## src/rtl/cavlc_ctrl_fsm.sv

```systemverilog
`default_nettype none
// +--------------------------------------------------------------------------+
// | Module  : cavlc_ctrl_fsm                                                 |
// | Purpose : Sequencer for one CAVLC residual block (nC, coeff_token,       |
// |           levels, total_zeros, runs, coefficient combine).               |
// | Option  : CAVLC_CTRL_ERR_CHK_EN enables TotalCoeff range and nC timeout  |
// |           error checks.                                                  |
// | Rev     : 1.0                                                            |
// +--------------------------------------------------------------------------+
module cavlc_ctrl_fsm #(
   parameter int ST_W       = 4,
   parameter int NC_TIMEOUT = 63
) (
   input  logic            clk,
   input  logic            reset_n,
   input  logic            cavlc_start,
   input  logic [4:0]      maxNumCoeff,
   input  logic            bs_valid,
   input  logic            cavlc_nc_end,
   input  logic [4:0]      TotalCoeff,
   input  logic [1:0]      TrailingOnes,
   input  logic [3:0]      zerosLeft,
   input  logic [3:0]      run,
   output logic [ST_W-1:0] cavlc_decoder_state,
   output logic [3:0]      i_level,
   output logic [3:0]      i_run,
   output logic [3:0]      i_TotalCoeff,
   output logic [3:0]      coeffNum,
   output logic            suffix_length_initialized,
   output logic            IsRunLoop,
   output logic            cavlc_busy,
   output logic            cavlc_done,
   output logic            cavlc_err
);

   typedef enum logic [3:0] {
      ST_IDLE         = 4'd0,
      ST_NC           = 4'd1,
      ST_COEFF_TOKEN  = 4'd2,
      ST_LEVEL_PREFIX = 4'd3,
      ST_LEVEL_SUFFIX = 4'd4,
      ST_TOTAL_ZEROS  = 4'd5,
      ST_RUN          = 4'd6,
      ST_COMBINE      = 4'd7,
      ST_END          = 4'd8
   } state_t;

   state_t     r_state;
   logic [4:0] r_max;
   logic [4:0] r_tc;
   logic [3:0] r_i_level;
   logic [3:0] r_i_run;
   logic [3:0] r_i_tc;
   logic [3:0] r_coeff_num;
   logic       r_sli;
   logic       r_is_run;
   logic       r_busy;
   logic       r_done;
   logic       r_no_runs;

   logic [4:0] w_tc_now;
   logic       w_to_tz;
   logic [3:0] w_run_add;

   // TotalCoeff is only valid from the decoder at the end of COEFF_TOKEN; later use the latched copy
   assign w_tc_now  = (r_state == ST_COEFF_TOKEN) ? TotalCoeff : r_tc;
   assign w_to_tz   = (w_tc_now < r_max);
   assign w_run_add = r_no_runs ? 4'd0 : run;

`ifdef CAVLC_CTRL_ERR_CHK_EN
   localparam int NC_CW = $clog2(NC_TIMEOUT + 1);
   logic             r_err;
   logic [NC_CW-1:0] r_nc_cnt;
   assign cavlc_err = r_err;
`else
   // NC_TIMEOUT has no effect without the checker; flag tied low
   assign cavlc_err = (NC_TIMEOUT < 0);
`endif

   always_ff @(posedge clk or negedge reset_n) begin
      if (!reset_n) begin
         r_state     <= ST_IDLE;
         r_max       <= 5'd0;
         r_tc        <= 5'd0;
         r_i_level   <= 4'd0;
         r_i_run     <= 4'd0;
         r_i_tc      <= 4'd0;
         r_coeff_num <= 4'd0;
         r_sli       <= 1'b0;
         r_is_run    <= 1'b0;
         r_busy      <= 1'b0;
         r_done      <= 1'b0;
         r_no_runs   <= 1'b0;
`ifdef CAVLC_CTRL_ERR_CHK_EN
         r_err       <= 1'b0;
         r_nc_cnt    <= '0;
`endif
      end else begin
         r_done <= 1'b0;
         case (r_state)
            ST_IDLE: begin
               if (cavlc_start) begin
                  r_max     <= maxNumCoeff;
                  r_busy    <= 1'b1;
                  r_no_runs <= 1'b0;
                  r_state   <= ST_NC;
`ifdef CAVLC_CTRL_ERR_CHK_EN
                  r_err     <= 1'b0;
                  r_nc_cnt  <= '0;
`endif
               end
            end
            ST_NC: begin
`ifdef CAVLC_CTRL_ERR_CHK_EN
               if (cavlc_nc_end) begin
                  r_state <= ST_COEFF_TOKEN;
               end else if (r_nc_cnt == NC_CW'(NC_TIMEOUT)) begin
                  r_err   <= 1'b1;
                  r_done  <= 1'b1;
                  r_state <= ST_END;
               end else begin
                  r_nc_cnt <= r_nc_cnt + NC_CW'(1);
               end
`else
               if (cavlc_nc_end) r_state <= ST_COEFF_TOKEN;
`endif
            end
            ST_COEFF_TOKEN: begin
               if (bs_valid) begin
                  r_tc <= TotalCoeff;
                  if (TotalCoeff == 5'd0) begin
                     r_done  <= 1'b1;
                     r_state <= ST_END;
`ifdef CAVLC_CTRL_ERR_CHK_EN
                  end else if (TotalCoeff > r_max) begin
                     r_err   <= 1'b1;
                     r_done  <= 1'b1;
                     r_state <= ST_END;
`endif
                  end else if (TotalCoeff == {3'b000, TrailingOnes}) begin
                     if (w_to_tz) begin
                        r_state <= ST_TOTAL_ZEROS;
                     end else begin
                        r_state     <= ST_COMBINE;
                        r_i_tc      <= w_tc_now[3:0] - 4'd1;
                        r_coeff_num <= 4'd0;
                        r_no_runs   <= 1'b1;
                     end
                  end else begin
                     r_i_level <= {2'b00, TrailingOnes};
                     r_state   <= ST_LEVEL_PREFIX;
                  end
               end
            end
            ST_LEVEL_PREFIX: begin
               if (bs_valid) r_state <= ST_LEVEL_SUFFIX;
            end
            ST_LEVEL_SUFFIX: begin
               if (bs_valid) begin
                  r_sli <= 1'b1;
                  if ({1'b0, r_i_level} == r_tc - 5'd1) begin
                     if (w_to_tz) begin
                        r_state <= ST_TOTAL_ZEROS;
                     end else begin
                        r_state     <= ST_COMBINE;
                        r_i_tc      <= w_tc_now[3:0] - 4'd1;
                        r_coeff_num <= 4'd0;
                        r_no_runs   <= 1'b1;
                     end
                  end else begin
                     r_i_level <= r_i_level + 4'd1;
                     r_state   <= ST_LEVEL_PREFIX;
                  end
               end
            end
            ST_TOTAL_ZEROS: begin
               if (bs_valid) begin
                  if (r_tc == 5'd1) begin
                     r_state     <= ST_COMBINE;
                     r_i_tc      <= 4'd0;
                     r_coeff_num <= 4'd0;
                  end else begin
                     r_state  <= ST_RUN;
                     r_i_run  <= 4'd0;
                     r_is_run <= 1'b1;
                  end
               end
            end
            ST_RUN: begin
               if (bs_valid) begin
                  if (({1'b0, r_i_run} == r_tc - 5'd2) || (zerosLeft == 4'd0)) begin
                     r_is_run    <= 1'b0;
                     r_state     <= ST_COMBINE;
                     r_i_tc      <= r_tc[3:0] - 4'd1;
                     r_coeff_num <= 4'd0;
                  end else begin
                     r_i_run <= r_i_run + 4'd1;
                  end
               end
            end
            ST_COMBINE: begin
               r_coeff_num <= r_coeff_num + w_run_add + 4'd1;
               if (r_i_tc == 4'd0) begin
                  r_done  <= 1'b1;
                  r_state <= ST_END;
               end else begin
                  r_i_tc <= r_i_tc - 4'd1;
               end
            end
            ST_END: begin
               r_state     <= ST_IDLE;
               r_busy      <= 1'b0;
               r_i_level   <= 4'd0;
               r_i_run     <= 4'd0;
               r_i_tc      <= 4'd0;
               r_coeff_num <= 4'd0;
               r_sli       <= 1'b0;
               r_is_run    <= 1'b0;
               r_no_runs   <= 1'b0;
            end
            default: r_state <= ST_IDLE;
         endcase
      end
   end

   assign cavlc_decoder_state       = ST_W'(r_state);
   assign i_level                   = r_i_level;
   assign i_run                     = r_i_run;
   assign i_TotalCoeff              = r_i_tc;
   assign coeffNum                  = r_coeff_num;
   assign suffix_length_initialized = r_sli;
   assign IsRunLoop                 = r_is_run;
   assign cavlc_busy                = r_busy;
   assign cavlc_done                = r_done;

endmodule
`default_nettype wire

```

## config.mk

```make
export PLATFORM = sky130hd
export DESIGN_NAME = cavlc_ctrl_fsm
export DESIGN_NICKNAME = d
export VERILOG_FILES = /design/src/rtl/cavlc_ctrl_fsm.sv
export SDC_FILE = /design/constraint.sdc
export NUM_CORES = 1
export LEC_CHECK = 0
export ABC_CLOCK_PERIOD_IN_PS = 2750
export CAP_MARGIN = 20
export CELL_PAD_IN_SITES_DETAIL_PLACEMENT = 0
export CELL_PAD_IN_SITES_GLOBAL_PLACEMENT = 1
export CORE_MARGIN = 2
export CORE_UTILIZATION = 36
export DETAILED_ROUTE_END_ITERATION = 6
export PLACE_DENSITY_LB_ADDON = 0.3
export SLEW_MARGIN = 10
export SYNTH_ARGS = -nofsm -noshare
export SYNTH_HDL_FRONTEND = slang
export SYNTH_SLANG_ARGS = --single-unit
export TNS_END_PERCENT = 20
```

## constraint.sdc

```tcl
create_clock -name clk -period 2.75 [get_ports clk]
set_input_delay 0.4125 -clock clk [delete_from_list [all_inputs] [get_ports clk]]
set_output_delay 0.4125 -clock clk [all_outputs]
set_load 0.05 [all_outputs]
```

==> results.yml, run 1 <==
run_status:
  status: "complete, but fails checks"
  violations: "negative setup slack"
finish:
  layout_commonest_cell: "buf_4"
  layout_common_cells: "48 x buf_4, 47 x clkdlybuf4s50_1, 31 x dfrtp_1"
  layout.nets: 416
  area_delta_synth_final_pct: 38.34
  post-route-util: 0.5135
  layout-drive-gt1-share: 0.2706
  diodes: 0
timing:
  max_freq_mhz: 353.3
  finalSetupViolCount: 7
  fin_crit_ns: 2.831
  rsz0062_at_grt: "true"
  slew_violations: 0
  hold_viol_final: 0
  fin_skew_ns: 0.01418
  fin_ws_ns: -0.08057
  slew_headroom: 0.4437
  period_share: 1.029
  worst_pin_slew_ns: 0.8344
  hold_ws_ns: 0.2071
detailed_routing:
  post_drt_wl_per_cell_um: 16.20
  route.final.wire_length_um: 7711
  vias_per_cell: 5.368
  drtPass1Iterations: 5
  ant_nets: 0
  dr.first_iter.drc_count: 191
  num_vias: 2555
  drc_errors: 0
yosys:
  synth_nets: 329
  synth_cell_type_count: 74
  synth_edf_count: 0
  ys_seq_area_frac: 0.3253
  synth_ff_type: "dfrtp_1"
  synthCells: 289
  synth.avg_cell_area_um2: 9.317
  async_reset_ff_frac: 1.000
  synth_warnings: 0
  ys_ff_latch: 35
  synth_area_um2: 2693
floorplan:
  ios: 50
  start_util: 0.3712
  die_h_um: 90.49
  core_um2: 7253
  rows: 31
  dieArea_um2: 8188
  fp.dieW_um: 90.49
power_and_ir_drop:
  power_density_nw_per_um2: 1248
  ir_drop_v: 0.0004533
  leakage_uw: 0.001617
setup_path:
  reg2reg_setup_slack_ns: -0.08
  cp_top_family: "simple AND/OR/NAND/NOR gates"
  crit_required_ns: 2.94
  arrival_ns: 3.02
  path_buf_inv: 0
  ff2ff_path_depth: 8
  cp-end-kind: "register"
  crit_fanout: 8
  rr_endpoint: "i_TotalCoeff[2]"
  max_stage_delay_ns: 0.58
  slowest_stage: "or4b_4"
  worstPathCellList: "or4b_4 > nand2_2 > nand2_2 > ha_4 > nand4_1 > o211ai_1 > or4b_4 > o41ai_2"
  path_class: "register to register"
  startpoint_type: "register"
  r2r_start: "cavlc_decoder_state[0]"
global_routing:
  grt_max_degree: 36
  overflow: 0
  grt_pass1_wl_um: 12700
  grtUsageTotal: 0.1946
  first_global_vias: 2528
  antenna_found_initial: 0
flow_run:
  max-cap-violations: 0
place:
  gp_congestion: 0.9043
  portBuffers: 48
  dp_hpwl_um: 5815
  pre_cts_ws_ns: -0.2323
clock_network:
  clk_pin_slew_ns: 0.08
  cts_tree: "yes"
  insertion_delay_ns: 0.30
  htreeDepth: 2
  root_buffer: "clkbuf_8"
  clock_path_buffers: 2
  cts_num_sinks: 35
  cts_buffers: 5
worst_hold_path:
  min_path_type: "input pin to asynchronous set/reset pin"
==> cell families after synthesis <==
group,Yosys count,share of synthesized area
buffers and inverters,30,0.05808
multiplexers,13,0.05390
flip-flops,35,0.3253
adder cells (fa/ha/maj),15,0.07249
AND/OR/NAND/NOR,99,0.2175
other,1,0.001393
AO/OA/AOI/OAI,80,0.2138
XOR/XNOR,16,0.05762
==> cell usage after synthesis, types with 3 or more instances <==
cell type	number	area [µm²]
nor3_1	5	25.02
clkbuf_1	9	33.78
inv_1	14	52.55
nand3_1	12	60.06
nor4_1	4	25.02
ha_1	14	175.2
xor2_1	8	70.07
nor2_1	11	41.29
nor2b_1	5	31.28
nand2b_1	6	37.54
o41ai_1	5	43.79
or3_1	3	18.77
nand2_1	28	105.1
dfrtp_1	35	875.8
mux2_2	12	135.1
a21o_1	4	30.03
o21ai_0	21	105.1
a21oi_1	14	70.07
xnor2_1	7	61.31
==> per-stage QoR <==
step                total power [µW]  cells  cell area, µm²  setup TNS, ns
floorplan                       3148    289            2765         -1.054
global placement                4038    461            3562        -0.6664
detailed placement              4085    461            3562         -1.220
CTS                             4629    476            3722        -0.3145
global route                    5009    476            3725         -1.367
finish                          4648    476            3725        -0.3606
==> state kept, by name (all words and copies together), names as in the netlist <==
register and flops:
i_TotalCoeff 4, suffix_length_initialized 1, r_max 5, cavlc_done 1, IsRunLoop 1, cavlc_busy 1
i_level 4, coeffNum 4, cavlc_decoder_state 4, r_tc 5, i_run 4, r_no_runs 1
==> routing by layer <==
layer,GRT usage,share of wire,routed length (µm),vias up
met3,0.03589,0.047,363,9
met2,0.3209,0.48,3708,74
met4,0.05641,0.013,104,0
li1,-,-,-,1242
met1,0.2598,0.46,3536,1230
met5,0,0,0,-
==> power by group <==
part / leakage [µW] / internal, µW / total [µW] / switching, µW
registers: 0.000430 / 730 / 933 / 203
clock network: 0.0000515 / 229 / 429 / 200
logic: 0.00114 / 1500 / 3290 / 1790
total: 0.00162 / 2450 / 4650 / 2190
==> area by class of cell <==
class,count,area (µm²)
clock buffer,8,100.1
fill,683,3528
inverter,14,52.55
multi-input combinational,224,1727
sequential,35,885.9
tap,99,123.9
timing repair buffer,96,835.8
==> what timing repair did <==
| item | in CTS | in global routing |
|---|---|---|
| gates cloned | 0 | 0 |
| gates resized for setup | 2 | 2 |
| pin swaps | 5 | 7 |
| hold buffers | 0 | 0 |
| buffers inserted | 7 | 0 |
| setup endpoints to repair | 8 | 10 |
==> how the worst max path moves through the flow <==
stage                     slack, ns              startpoint         endpoint  cells past startpoint
after floorplan               -0.18  cavlc_decoder_state[3]      coeffNum[3]                     11
after detailed placement      -0.23  cavlc_decoder_state[3]  i_TotalCoeff[0]                      9
after CTS                     -0.06  cavlc_decoder_state[0]      coeffNum[3]                      8
after global placement        -0.13  cavlc_decoder_state[3]  i_TotalCoeff[2]                      9
final                         -0.08  cavlc_decoder_state[0]  i_TotalCoeff[2]                      8
after global routing          -0.23  cavlc_decoder_state[0]  i_TotalCoeff[2]                      8
No activity file was read; power rests on OpenSTA's default activity.
==> run 2: changes to the inputs <==
--- a/config.mk
+++ b/config.mk
@@ -11,10 +11,11 @@
 export CELL_PAD_IN_SITES_GLOBAL_PLACEMENT = 1
 export CORE_MARGIN = 2
 export CORE_UTILIZATION = 36
+export CTS_BUF_LIST = sky130_fd_sc_hd__clkbuf_4 sky130_fd_sc_hd__clkbuf_8 sky130_fd_sc_hd__clkbuf_16
 export DETAILED_ROUTE_END_ITERATION = 6
 export PLACE_DENSITY_LB_ADDON = 0.3
+export REMOVE_ABC_BUFFERS = 1
 export SLEW_MARGIN = 10
 export SYNTH_ARGS = -nofsm -noshare
 export SYNTH_HDL_FRONTEND = slang
 export SYNTH_SLANG_ARGS = --single-unit
-export TNS_END_PERCENT = 20
==> run 2 against run 1 <==
  * The run now ends clean
  * Wire length shrank 0.34%
  * Clock skew down 0.0071 ns
  * Cell count shrank 1.1%
  * Clock power down 7.9%
  * Cell area down 1.3%
  * Combinational power fell by 2%
  * Via count decreased by 2.3%
  * Global-route usage down 0.30 points
  * Critical path depth is 2 higher
  * Sequential power down 1%
  * Sequential cell count is the same
  * Critical path type unchanged
==> results.yml, run 2 (same netlist as run 1, synthesis figures left out) <==
finish:
  area_delta_synth_final_pct: 36.48
  reg_top3: "r_max: 5 flops, r_tc: 5 flops"
  stdcell_count: 471
  fin_area_um2: 3675
  layout.nets: 411
  layout_commonest_cell: "clkdlybuf4s50_1"
  n_fill_cell: 711
  diodes: 0
  layout_common_cells: "47 x clkdlybuf4s50_1, 43 x buf_4, 35 x dfrtp_1"
  layout-drive-gt1-share: 0.2554
clock_network:
  htreeDepth: 2
  root_buffer: "clkbuf_8"
  insertion_delay_ns: 0.29
  clk_pin_slew_ns: 0.08
  clock_path_buffers: 2
  cts_num_sinks: 35
  cts_tree: "yes"
  cts_buffers: 5
timing:
  fin_skew_ns: 0.007066
  slew_violations: 0
  worst_pin_slew_ns: 0.8291
  slew_headroom: 0.4473
  fin_ws_ns: 0.005251
  period_share: 0.9981
  rsz0062_at_grt: "true"
  hold_viol_final: 0
  fin_tns_setup_ns: 0
  finalSetupViolCount: 0
  fin_crit_ns: 2.745
  max_freq_mhz: 364.3
floorplan:
  dieArea_um2: 8188
  start_util: 0.3712
  die_h_um: 90.49
  fp.dieW_um: 90.49
  rows: 31
  core_um2: 7253
  ios: 50
global_routing:
  grt_pass1_wl_um: 12500
  overflow: 0
  antenna_found_initial: 0
  grtUsageTotal: 0.1915
  first_global_vias: 2421
  grt_max_degree: 36
setup_path:
  worstPathCellList: "buf_4 > nor4b_4 > buf_4 > nand2_1 > nand2_1 > ha_1 > nand4_1 > o211ai_1 > or4b_4 > a211o_2"
  max_stage_delay_ns: 0.56
  crit_required_ns: 2.93
  crit_fanout: 8
  startpoint_type: "register"
  cp-end-kind: "register"
  arrival_ns: 2.92
  path_class: "register to register"
  slowest_stage: "or4b_4"
detailed_routing:
  dr.first_iter.drc_count: 202
  vias_per_cell: 5.299
  drc_errors: 0
  route.final.wire_length_um: 7685
  post_drt_wl_per_cell_um: 16.32
  drtPass1Iterations: 4
  num_vias: 2496
  ant_nets: 0
flow_run:
  max-cap-violations: 0
power_and_ir_drop:
  leakage_uw: 0.001601
  power_density_nw_per_um2: 1231
  finalPower_uw: 4523
  ir_drop_v: 0.0004262
place:
  placed_cells: 460
  dp_hpwl_um: 5875
  postPlaceCellArea_um2: 3488
  pre_cts_ws_ns: -0.1219
  portBuffers: 48
  gp_congestion: 0.9025
run_status:
  status: "finished clean"
worst_hold_path:
  min_path_type: "input pin to asynchronous set/reset pin"
## run 2: metal layers
layer,track usage,routed length [µm],vias to the layer above
li1,-,-,1232
met1,0.2661,3610,1181
met2,0.3053,3516,77
met3,0.04007,480,6
met4,0.04487,78,0
met5,0,0,-
## run 2: area by class of cell
type                    count  area, µm²  share of cell area
repair buffers             91      798.3              0.2172
clock inverters             2      12.51            0.003405
flip-flops and latches     35      875.8              0.2383
inverters                  14      52.55             0.01430
well taps                  99      123.9             0.03371
multi-input cells         224       1735              0.4722
clock buffers               6      76.32             0.02077
## run 2: worst paths after layout
check | from | endpoint | slack (ns) | cells past startpoint
max in group asynchronous | reset_n | i_TotalCoeff[2] | 2.01 | 1
worst min register to register | suffix_length_initialized | suffix_length_initialized | 0.49 | 2
worst max register to register | cavlc_decoder_state[3] | coeffNum[3] | 0.005 | 10
worst min-delay path | reset_n | i_run[3] | 0.22 | 1
worst max-delay path | cavlc_decoder_state[3] | coeffNum[3] | 0.005 | 10
min in group clk | suffix_length_initialized | suffix_length_initialized | 0.49 | 2
## run 2: report_power, final
| group | internal (µW) | switching, µW | total [µW] |
|---|---|---|---|
| combinational | 1430 | 1780 | 3210 |
| clock | 187 | 208 | 395 |
| sequential | 722 | 201 | 923 |
## run 2: stage by stage
stage,utilization,hold slack [ns]
floorplan,-,0.1169
global placement,0.4809,0.4597
detailed placement,0.4809,0.4761
CTS,0.4973,0.2493
global route,0.5066,0.2753
finish,0.5066,0.2152
## run 2: critical path: cells and delay by family (launching register included)
kind / cells / cell delay, ns
buffers and inverters: 2 / 0.33
and+or+nand+nor: 5 / 1.24
DFF: 1 / 0.39
adders and majority gates: 1 / 0.13
AOI/OAI and AO/OA: 2 / 0.54
## run 2: timing repair
action                                  in CTS  in global routing
endpoints found under the hold margin        0                  0
endpoints found under the setup margin       6                  8
resized for setup                            4                 14
setup buffers                                1                  2
hold buffers                                 0                  0
pin swaps                                    2                 13
